## src/rtl/dfi_phy_responder.sv

```systemverilog
// PHY-side DFI stand-in: init handshake, fixed-latency read return, ctrlupd ack and periodic phyupd.
// Read valid/data follow a sampled rddata_en by RDLAT cycles; no backpressure, one burst accepted per cycle.
module dfi_phy_responder #(
  parameter int DATA_W        = 128,
  parameter int RDLAT         = 8,
  parameter int INIT_CYCLES   = 64,
  parameter int CTRLUPD_DLY   = 4,
  parameter int PHYUPD_PERIOD = 1024
) (
  input  logic                dfi_clk,
  input  logic                reset_n,
  input  logic                dfi_reset_n_p0,
  input  logic                dfi_init_start,
  output logic                dfi_init_complete,
  input  logic [3:0]          dfi_rddata_en,
  output logic [4*DATA_W-1:0] dfi_rddata,
  output logic [3:0]          dfi_rddata_valid,
  input  logic                dfi_ctrlupd_req,
  output logic                dfi_ctrlupd_ack,
  output logic                dfi_phyupd_req,
  output logic [1:0]          dfi_phyupd_type,
  input  logic                dfi_phyupd_ack,
  output logic                rd_err
);

  localparam int TW     = (INIT_CYCLES > 1) ? $clog2(INIT_CYCLES) : 1;
  localparam int CW     = (CTRLUPD_DLY > 1) ? $clog2(CTRLUPD_DLY) : 1;
  localparam int PW     = (PHYUPD_PERIOD > 1) ? $clog2(PHYUPD_PERIOD) : 1;
  localparam int PER_M1 = (PHYUPD_PERIOD > 0) ? PHYUPD_PERIOD - 1 : 0;

  localparam logic [TW-1:0] TRAIN_LAST = TW'(INIT_CYCLES - 1);
  localparam logic [CW-1:0] CTL_LAST   = CW'(CTRLUPD_DLY - 1);
  localparam logic [PW-1:0] PER_LAST   = PW'(PER_M1);

  typedef enum logic [1:0] {ST_RST, ST_WAIT, ST_TRAIN, ST_DONE} state_t;

  state_t          state, state_nxt;
  logic [TW-1:0]   train_cnt, train_cnt_nxt;
  logic            complete_nxt;

  logic [3:0]          rd_pipe [RDLAT];
  logic [3:0]          rd_accept;
  logic [3:0]          pipe_out;
  logic [7:0]          base;
  logic [7:0]          word_byte;
  logic [4*DATA_W-1:0] rddata_nxt;

  logic            upd_en;
  logic [CW-1:0]   ctl_cnt, ctl_cnt_nxt;
  logic            ctl_ack_nxt;
  logic [PW-1:0]   phy_cnt, phy_cnt_nxt;
  logic            phy_pend, phy_pend_nxt;
  logic            phy_req_nxt;

  assign dfi_phyupd_type = 2'b00;

  // ---------------- init FSM ----------------
  always_ff @(posedge dfi_clk or negedge reset_n) begin
    if (!reset_n) begin
      state             <= ST_RST;
      train_cnt         <= '0;
      dfi_init_complete <= 1'b0;
    end else begin
      state             <= state_nxt;
      train_cnt         <= train_cnt_nxt;
      dfi_init_complete <= complete_nxt;
    end
  end

  always_comb begin
    state_nxt     = state;
    train_cnt_nxt = train_cnt;
    if (!dfi_reset_n_p0) begin
      state_nxt     = ST_RST;
      train_cnt_nxt = '0;
    end else begin
      case (state)
        ST_RST:   state_nxt = ST_WAIT;
        ST_WAIT: begin
          if (dfi_init_start) begin
            state_nxt     = ST_TRAIN;
            train_cnt_nxt = '0;
          end
        end
        ST_TRAIN: begin
          if (!dfi_init_start) begin
            state_nxt     = ST_WAIT;
            train_cnt_nxt = '0;
          end else if (train_cnt == TRAIN_LAST) begin
            state_nxt     = ST_DONE;
            train_cnt_nxt = '0;
          end else begin
            train_cnt_nxt = train_cnt + 1'b1;
          end
        end
        ST_DONE:  state_nxt = ST_DONE;
        default:  state_nxt = ST_RST;
      endcase
    end
    // complete is a registered view of DONE, dropped on the same edge the DRAM reset is seen
    complete_nxt = (state == ST_DONE) && dfi_reset_n_p0;
  end

  // ---------------- read path ----------------
  assign rd_accept = dfi_rddata_en & {4{dfi_init_complete}};
  assign pipe_out  = rd_pipe[RDLAT-1];

  always_comb begin
    rddata_nxt = '0;
    word_byte  = '0;
    for (int i = 0; i < 4; i++) begin
      word_byte = base + 8'(i);
      if (pipe_out[i]) rddata_nxt[i*DATA_W +: DATA_W] = {(DATA_W/8){word_byte}};
    end
  end

  always_ff @(posedge dfi_clk or negedge reset_n) begin
    if (!reset_n) begin
      for (int i = 0; i < RDLAT; i++) rd_pipe[i] <= '0;
      dfi_rddata_valid <= '0;
      dfi_rddata       <= '0;
      base             <= '0;
      rd_err           <= 1'b0;
    end else begin
      if ((|dfi_rddata_en) && !dfi_init_complete) rd_err <= 1'b1;
      if (!dfi_reset_n_p0) begin
        for (int i = 0; i < RDLAT; i++) rd_pipe[i] <= '0;
        dfi_rddata_valid <= '0;
        dfi_rddata       <= '0;
      end else begin
        rd_pipe[0] <= rd_accept;
        for (int i = 1; i < RDLAT; i++) rd_pipe[i] <= rd_pipe[i-1];
        dfi_rddata_valid <= pipe_out;
        dfi_rddata       <= rddata_nxt;
        if (|pipe_out) base <= base + 8'd4;
      end
    end
  end

  // ---------------- ctrlupd / phyupd ----------------
  assign upd_en = dfi_init_complete && dfi_reset_n_p0;

  always_comb begin
    ctl_cnt_nxt = ctl_cnt;
    ctl_ack_nxt = dfi_ctrlupd_ack;
    if (!upd_en || !dfi_ctrlupd_req) begin
      ctl_cnt_nxt = '0;
      ctl_ack_nxt = 1'b0;
    end else if (!dfi_ctrlupd_ack) begin
      // a ready ack waits out an outstanding phyupd so the two never overlap
      if (ctl_cnt == CTL_LAST) begin
        if (!dfi_phyupd_req) ctl_ack_nxt = 1'b1;
      end else begin
        ctl_cnt_nxt = ctl_cnt + 1'b1;
      end
    end
  end

  always_comb begin
    phy_cnt_nxt  = phy_cnt;
    phy_pend_nxt = phy_pend;
    phy_req_nxt  = dfi_phyupd_req;
    if (!upd_en || (PHYUPD_PERIOD == 0)) begin
      phy_cnt_nxt  = '0;
      phy_pend_nxt = 1'b0;
      phy_req_nxt  = 1'b0;
    end else begin
      if (dfi_phyupd_req) begin
        if (dfi_phyupd_ack) phy_req_nxt = 1'b0;
      end else if (!phy_pend) begin
        if (phy_cnt == PER_LAST) begin
          phy_cnt_nxt  = '0;
          phy_pend_nxt = 1'b1;
        end else begin
          phy_cnt_nxt = phy_cnt + 1'b1;
        end
      end
      if (phy_pend_nxt && !ctl_ack_nxt) begin
        phy_req_nxt  = 1'b1;
        phy_pend_nxt = 1'b0;
      end
    end
  end

  always_ff @(posedge dfi_clk or negedge reset_n) begin
    if (!reset_n) begin
      ctl_cnt         <= '0;
      dfi_ctrlupd_ack <= 1'b0;
      phy_cnt         <= '0;
      phy_pend        <= 1'b0;
      dfi_phyupd_req  <= 1'b0;
    end else begin
      ctl_cnt         <= ctl_cnt_nxt;
      dfi_ctrlupd_ack <= ctl_ack_nxt;
      phy_cnt         <= phy_cnt_nxt;
      phy_pend        <= phy_pend_nxt;
      dfi_phyupd_req  <= phy_req_nxt;
    end
  end

endmodule

```

## config.mk

```make
export PLATFORM = sky130hd
export DESIGN_NAME = dfi_phy_responder
export DESIGN_NICKNAME = d
export VERILOG_FILES = /design/src/rtl/dfi_phy_responder.sv
export SDC_FILE = /design/constraint.sdc
export NUM_CORES = 1
export LEC_CHECK = 0
export BUFFER_PORTS_ARGS = -buffer_cell sky130_fd_sc_hd__buf_2
export CORE_AREA = 4 4 203 205
export DETAILED_ROUTE_END_ITERATION = 10
export DIE_AREA = 0 0 207 209
export SKIP_LAST_GASP = 1
export SYNTH_ARGS = -nofsm -noshare
export SYNTH_HDL_FRONTEND = slang
export SYNTH_SLANG_ARGS = --single-unit
```

## constraint.sdc

```tcl
create_clock -name dfi_clk -period 1.63 [get_ports dfi_clk]
set_input_delay 0.0815 -clock dfi_clk [delete_from_list [all_inputs] [get_ports dfi_clk]]
set_output_delay 0.0815 -clock dfi_clk [all_outputs]
set_load 0.1 [all_outputs]
```

# Word-level counts from Yosys, hierarchy flattened
# Cells that the tools add are included.
[totals] reg_bits=581 inputBits=10 out_inout_bits=522 wordCells=96
[classes] addsub=7 eq_ne=13 mux=38 n_bitwise=1 n_reduce_logical=17
[op_table] cell="$mux 128" count=4
[op_table] cell="$mux 512" count=1
[op_table] cell="$mux 10" count=4
[op_table] cell="$mux 32" count=1
[op_table] cell="$mux 6" count=4
[op_table] cell="$add 8x2->8 const B" count=2
[op_table] cell="$mux 1" count=14
[op_table] cell="$mux 2" count=7
[op_table] cell="$pmux 6 s2" count=1
[op_table] cell="$add 10x1->10 const B" count=1
[op_table] cell="$eq 10x10->1 const B" count=1
[op_table] cell="$reduce_and 2->1" count=5
[op_table] cell="$add 8x1->8 const B" count=1
[op_table] cell="$add 8x3->8 const B" count=1
[op_table] cell="$pmux 2 s4" count=1
[op_table] cell="$reduce_or 4->1" count=2
[op_table] cell="$add 6x1->6 const B" count=1
[op_table] cell="$eq 2x2->1 const B" count=3
[op_table] cell="$eq 6x6->1 const B" count=1
[op_table] cell="$ne 2x2->1 const B" count=3
[op_table] cell="$and 4x4->4" count=1
[op_table] cell="$logic_and 1x1->1" count=4
[op_table] cell="$logic_not 1->1" count=4
[op_table] cell="$mux 4" count=1
[op_table] cell="other kinds (8)" count=8

# Logic depth before layout (Yosys ltp)
[depth] ltp_word=8 depth_mapped=5 depth_no_buf=5

# Worst setup path before layout
# OpenSTA, ideal clock, no wires.
[synth_timing] path_type="reg2out" from="register, netlist name dfi_rddata[505]" to="output dfi_rddata[385]" arrival_ns=1.839 required_ns=1.548 slack_ns=-0.290 stages_incl_launch_ff=2 path_buffers=1 cell_sequence="dfrtp_1 -> buf_4"
[synth_lines] item="end: declaration" line_no="16" text="output logic [4*DATA_W-1:0] dfi_rddata,"

==> impl_metrics.py <==
metrics = {
    "final_layout": {
        "drive_gt1_share_pct": 62.68,
        "syn_to_final_growth_pct": -0.1744,
        "finalNetCount": 845,
        "layout.cells.most_common_list": "sky130_fd_sc_hd__buf_2 (431), sky130_fd_sc_hd__conb_1 (66), sky130_fd_sc_hd__dfrtp_1 (61), sky130_fd_sc_hd__and2_1 (35), sky130_fd_sc_hd__clkbuf_4 (32)",
        "most_common_library_cell_in_the_layout_ignoring_fill_and_taps": "sky130_fd_sc_hd__buf_2",
    },
    "clock_tree": {
        "cts.root.buffer_cell": "sky130_fd_sc_hd__clkbuf_16",
        "htreeDepth": 3,
        "number_of_buffers_inserted_to_repair_setup_after_cts": 0,
        "path_clk_slew_ns": 0.06,
        "tritoncts.num_buffers": 9,
        "cts_sinks": 91,
        "cts_tree": "done",
        "clock_latency_ns": 0.33,
        "number_of_buffers_on_the_longest_clock_path": 2,
    },
    "sta": {
        "max_freq_ghz": 0.6725,
        "setup-violations-final": 0,
        "postLayoutSetupSlackWorst_ns": 0.1431,
        "post-route-period-util_pct": 91.22,
        "rsz0062_at_grt": "false",
        "totalNegativeSetupSlack_ns": 0,
        "finalHoldViolations": 0,
        "finalClockSkew_ns": 0.004512,
        "period_minus_slack_ns": 1.487,
        "slew_violations": 0,
    },
    "run_status": {
        "outcome": "complete, no violations",
    },
    "yosys": {
        "synth-seq-area-share_pct": 31.73,
        "synth_top_area_cell": "sky130_fd_sc_hd__buf_4",
        "synth.area.top_cells": "sky130_fd_sc_hd__buf_4 (51%), sky130_fd_sc_hd__dfrtp_1 (32%), sky130_fd_sc_hd__and2_1 (3.1%)",
        "dominantRegCellSynth": "sky130_fd_sc_hd__dfrtp_1",
        "synth-warning-count": 0,
        "postSynthRegisterBits": 91,
        "synth_largest_type_area_fraction_pct": 51.26,
        "syn_inst": 785,
        "ys_async_sr_fraction_pct": 100.0,
        "post_synth.cell_area_avg_um2": 9.143,
        "mappedNetlistArea_um2": 7177,
        "number_of_synthesized_flops_with_an_enable_pin": 0,
        "yosys.cell_types.count": 39,
    },
    "floorplan": {
        "io_pins": 532,
        "core_region_area_um2": 39460,
        "die_width_um": 207,
        "floorplan.initialDensity_pct": 18.19,
        "floorplan.die.height_um": 209,
        "floorplan.die_area_um2": 43260,
        "std_cell_rows": 73,
    },
    "setup_path": {
        "r2r_setup_slack_ns": 0.15,
        "criticalPathCategory": "flop to primary output",
        "cp-startpoint": "dfi_rddata[506]",
        "crit_fanout": 16,
        "worst_path_max_delay_cell": "sky130_fd_sc_hd__dfrtp_2",
        "endpoint": "dfi_rddata[474]",
        "crit_chain": "buf_2",
        "timing.critical_path.depth": 1,
        "timing.critical_path.max_delay_family": "flip-flops",
        "crit-reg2reg-capture": "dfi_phyupd_req",
        "startpoint_type": "flop",
        "regToRegStartpoint": "phy_cnt[1]",
        "crit_path_end_kind": "primary output",
        "worst_ep_required_time_ns": 1.55,
        "worst-path-buf-inv": 1,
        "critPathArrivalTime_ns": 1.41,
        "worst_path_largest_cell_delay_ns": 0.56,
        "reg2regPathDepth": 5,
    },
    "detailed_routing": {
        "detail_route.first_pass.iterations": 4,
        "postRouteAntennaNets": 0,
        "drc_errors": 0,
        "drt_wl_total_um": 15390,
        "vias_per_cell": 3.066,
        "num_vias": 4176,
        "wl_per_cell_um": 11.30,
        "drt-initial-drc-count": 189,
    },
    "job": {
        "cap_violations": 0,
    },
    "hold_path": {
        "min_path_type": "primary input to flop",
        "timing.hold.worst_path_depth": 2,
    },
    "power": {
        "power.density_nw_per_um2": 699.5,
        "cellLeakagePower_nw": 4.701,
        "worst_case_vdd_ir_drop_v": 0.0005053,
        "design_power_total_mw": 5.012,
    },
    "global_routing": {
        "antenna_found_initial": 0,
        "groute.usage.overall_pct": 6.083,
        "wire_length_of_the_first_global_routing_pass_um": 21780,
        "grt_remaining_overflow": 0,
        "largest_net_degree_at_the_start_of_global_routing": 57,
        "grt_pass1_vias": 3560,
    },
    "placement": {
        "io_buffer_count": 465,
        "gp_congestion": 0.6668,
        "preCtsSetupSlack_ns": 0.1106,
        "detailedPlacementHpwl_um": 12150,
    },
}
-- how the worst min path moves through the flow --
stage / startpoint / endpoint / slack (ns)
2_1_floorplan: reset_n / base[2] / -0.21
3_3_place_gp: reset_n / ctl_cnt[0] / -0.08
3_5_place_dp: reset_n / dfi_ctrlupd_ack / -0.08
4_1_cts: dfi_rddata_en[1] / rd_pipe[29] / 0.03
5_1_grt: dfi_rddata_en[1] / rd_pipe[29] / 0.04
6_report: dfi_rddata_en[1] / rd_pipe[29] / 0.04
-- where the power goes --
group / total (mW) / leakage, nW / switching, mW / internal, mW
clock network: 1.94 / 0.137 / 0.848 / 1.09
registers: 2.28 / 1.21 / 0.0106 / 2.26
logic: 0.798 / 3.35 / 0.762 / 0.0363
total: 5.01 / 4.70 / 1.62 / 3.39
-- cell usage after synthesis, types with 2 or more instances --
| cell | instances |
|---|---|
| sky130_fd_sc_hd__nor4_1 | 2 |
| sky130_fd_sc_hd__nand2b_1 | 3 |
| sky130_fd_sc_hd__o21ai_0 | 8 |
| sky130_fd_sc_hd__clkbuf_1 | 7 |
| sky130_fd_sc_hd__nand3b_1 | 2 |
| sky130_fd_sc_hd__and2_1 | 35 |
| sky130_fd_sc_hd__buf_4 | 490 |
| sky130_fd_sc_hd__nand4_1 | 4 |
| sky130_fd_sc_hd__xnor2_1 | 6 |
| sky130_fd_sc_hd__nor2_1 | 17 |
| sky130_fd_sc_hd__ha_1 | 4 |
| sky130_fd_sc_hd__a21boi_1 | 2 |
| sky130_fd_sc_hd__or3_1 | 5 |
| sky130_fd_sc_hd__nand2_1 | 19 |
| sky130_fd_sc_hd__nand3_1 | 12 |
| sky130_fd_sc_hd__xor2_1 | 5 |
| sky130_fd_sc_hd__a31oi_1 | 3 |
| sky130_fd_sc_hd__inv_1 | 4 |
| sky130_fd_sc_hd__dfrtp_1 | 91 |
| sky130_fd_sc_hd__buf_2 | 4 |
| sky130_fd_sc_hd__and3_1 | 29 |
| sky130_fd_sc_hd__a21oi_1 | 16 |
-- stage by stage --
stage | cells | area, um^2 | utilization (%) | hold WS (ns)
5_1_grt | 1361 | 7162 | 18.15 | 0.03782
3_5_place_dp | 1344 | 6769 | 17.16 | -0.07743
2_1_floorplan | 850 | 7457 | - | -0.2141
3_3_place_gp | 1344 | 6769 | 17.16 | -0.07656
4_1_cts | 1361 | 7069 | 17.92 | 0.02755
6_report | 1362 | 7164 | 18.16 | 0.04427
-- layout make-up --
class	count	area, um^2
fillers	4371	32290
repair buffers	471	2472
flip-flops and latches	91	2317
multi-input cells	253	1409
well taps	525	656.9
clock buffers	10	239.0
clock inverters	6	48.80
inverters	5	18.77
diodes	1	2.502
-- registers in the layout (all words and copies together), names as in the netlist --
register,count
state,2
phy_cnt,10
pipe_out,4
phy_pend,1
dfi_ctrlupd_ack,1
dfi_rddata_valid,2
dfi_init_complete,1
rd_err,1
train_cnt,6
base,6
rd_pipe,28
ctl_cnt,2
dfi_phyupd_req,1
dfi_rddata,26
-- kinds of logic (layout without fill, tap and decap cells) --
group,count (synthesis),after routing,share of synthesized area (%)
AOI/OAI and AO/OA,35,35,3.121
xor gates and xnor gates,11,11,1.342
adders and majority gates,4,4,0.6974
buffers and inverters,506,492,52.16
DFF,91,91,31.73
other,1,67,0.05225
and+or+nand+nor,137,137,10.90
-- per-layer routing --
layer	wire length (um)	GRT usage [%]	part of all wire, %
met1	5838	7.074	38
met3	1091	1.546	7.1
met5	0	0	0
met4	36	0.8436	0.23
met2	8426	11.50	55
-- timing repair --
action / in CTS / in global routing
endpoints found under the setup margin: 1 / 34
hold buffers: 1 / 0
endpoints found under the hold margin: 91 / 0
gates resized for setup: 1 / 35
(Power assumes the default switching activity.)
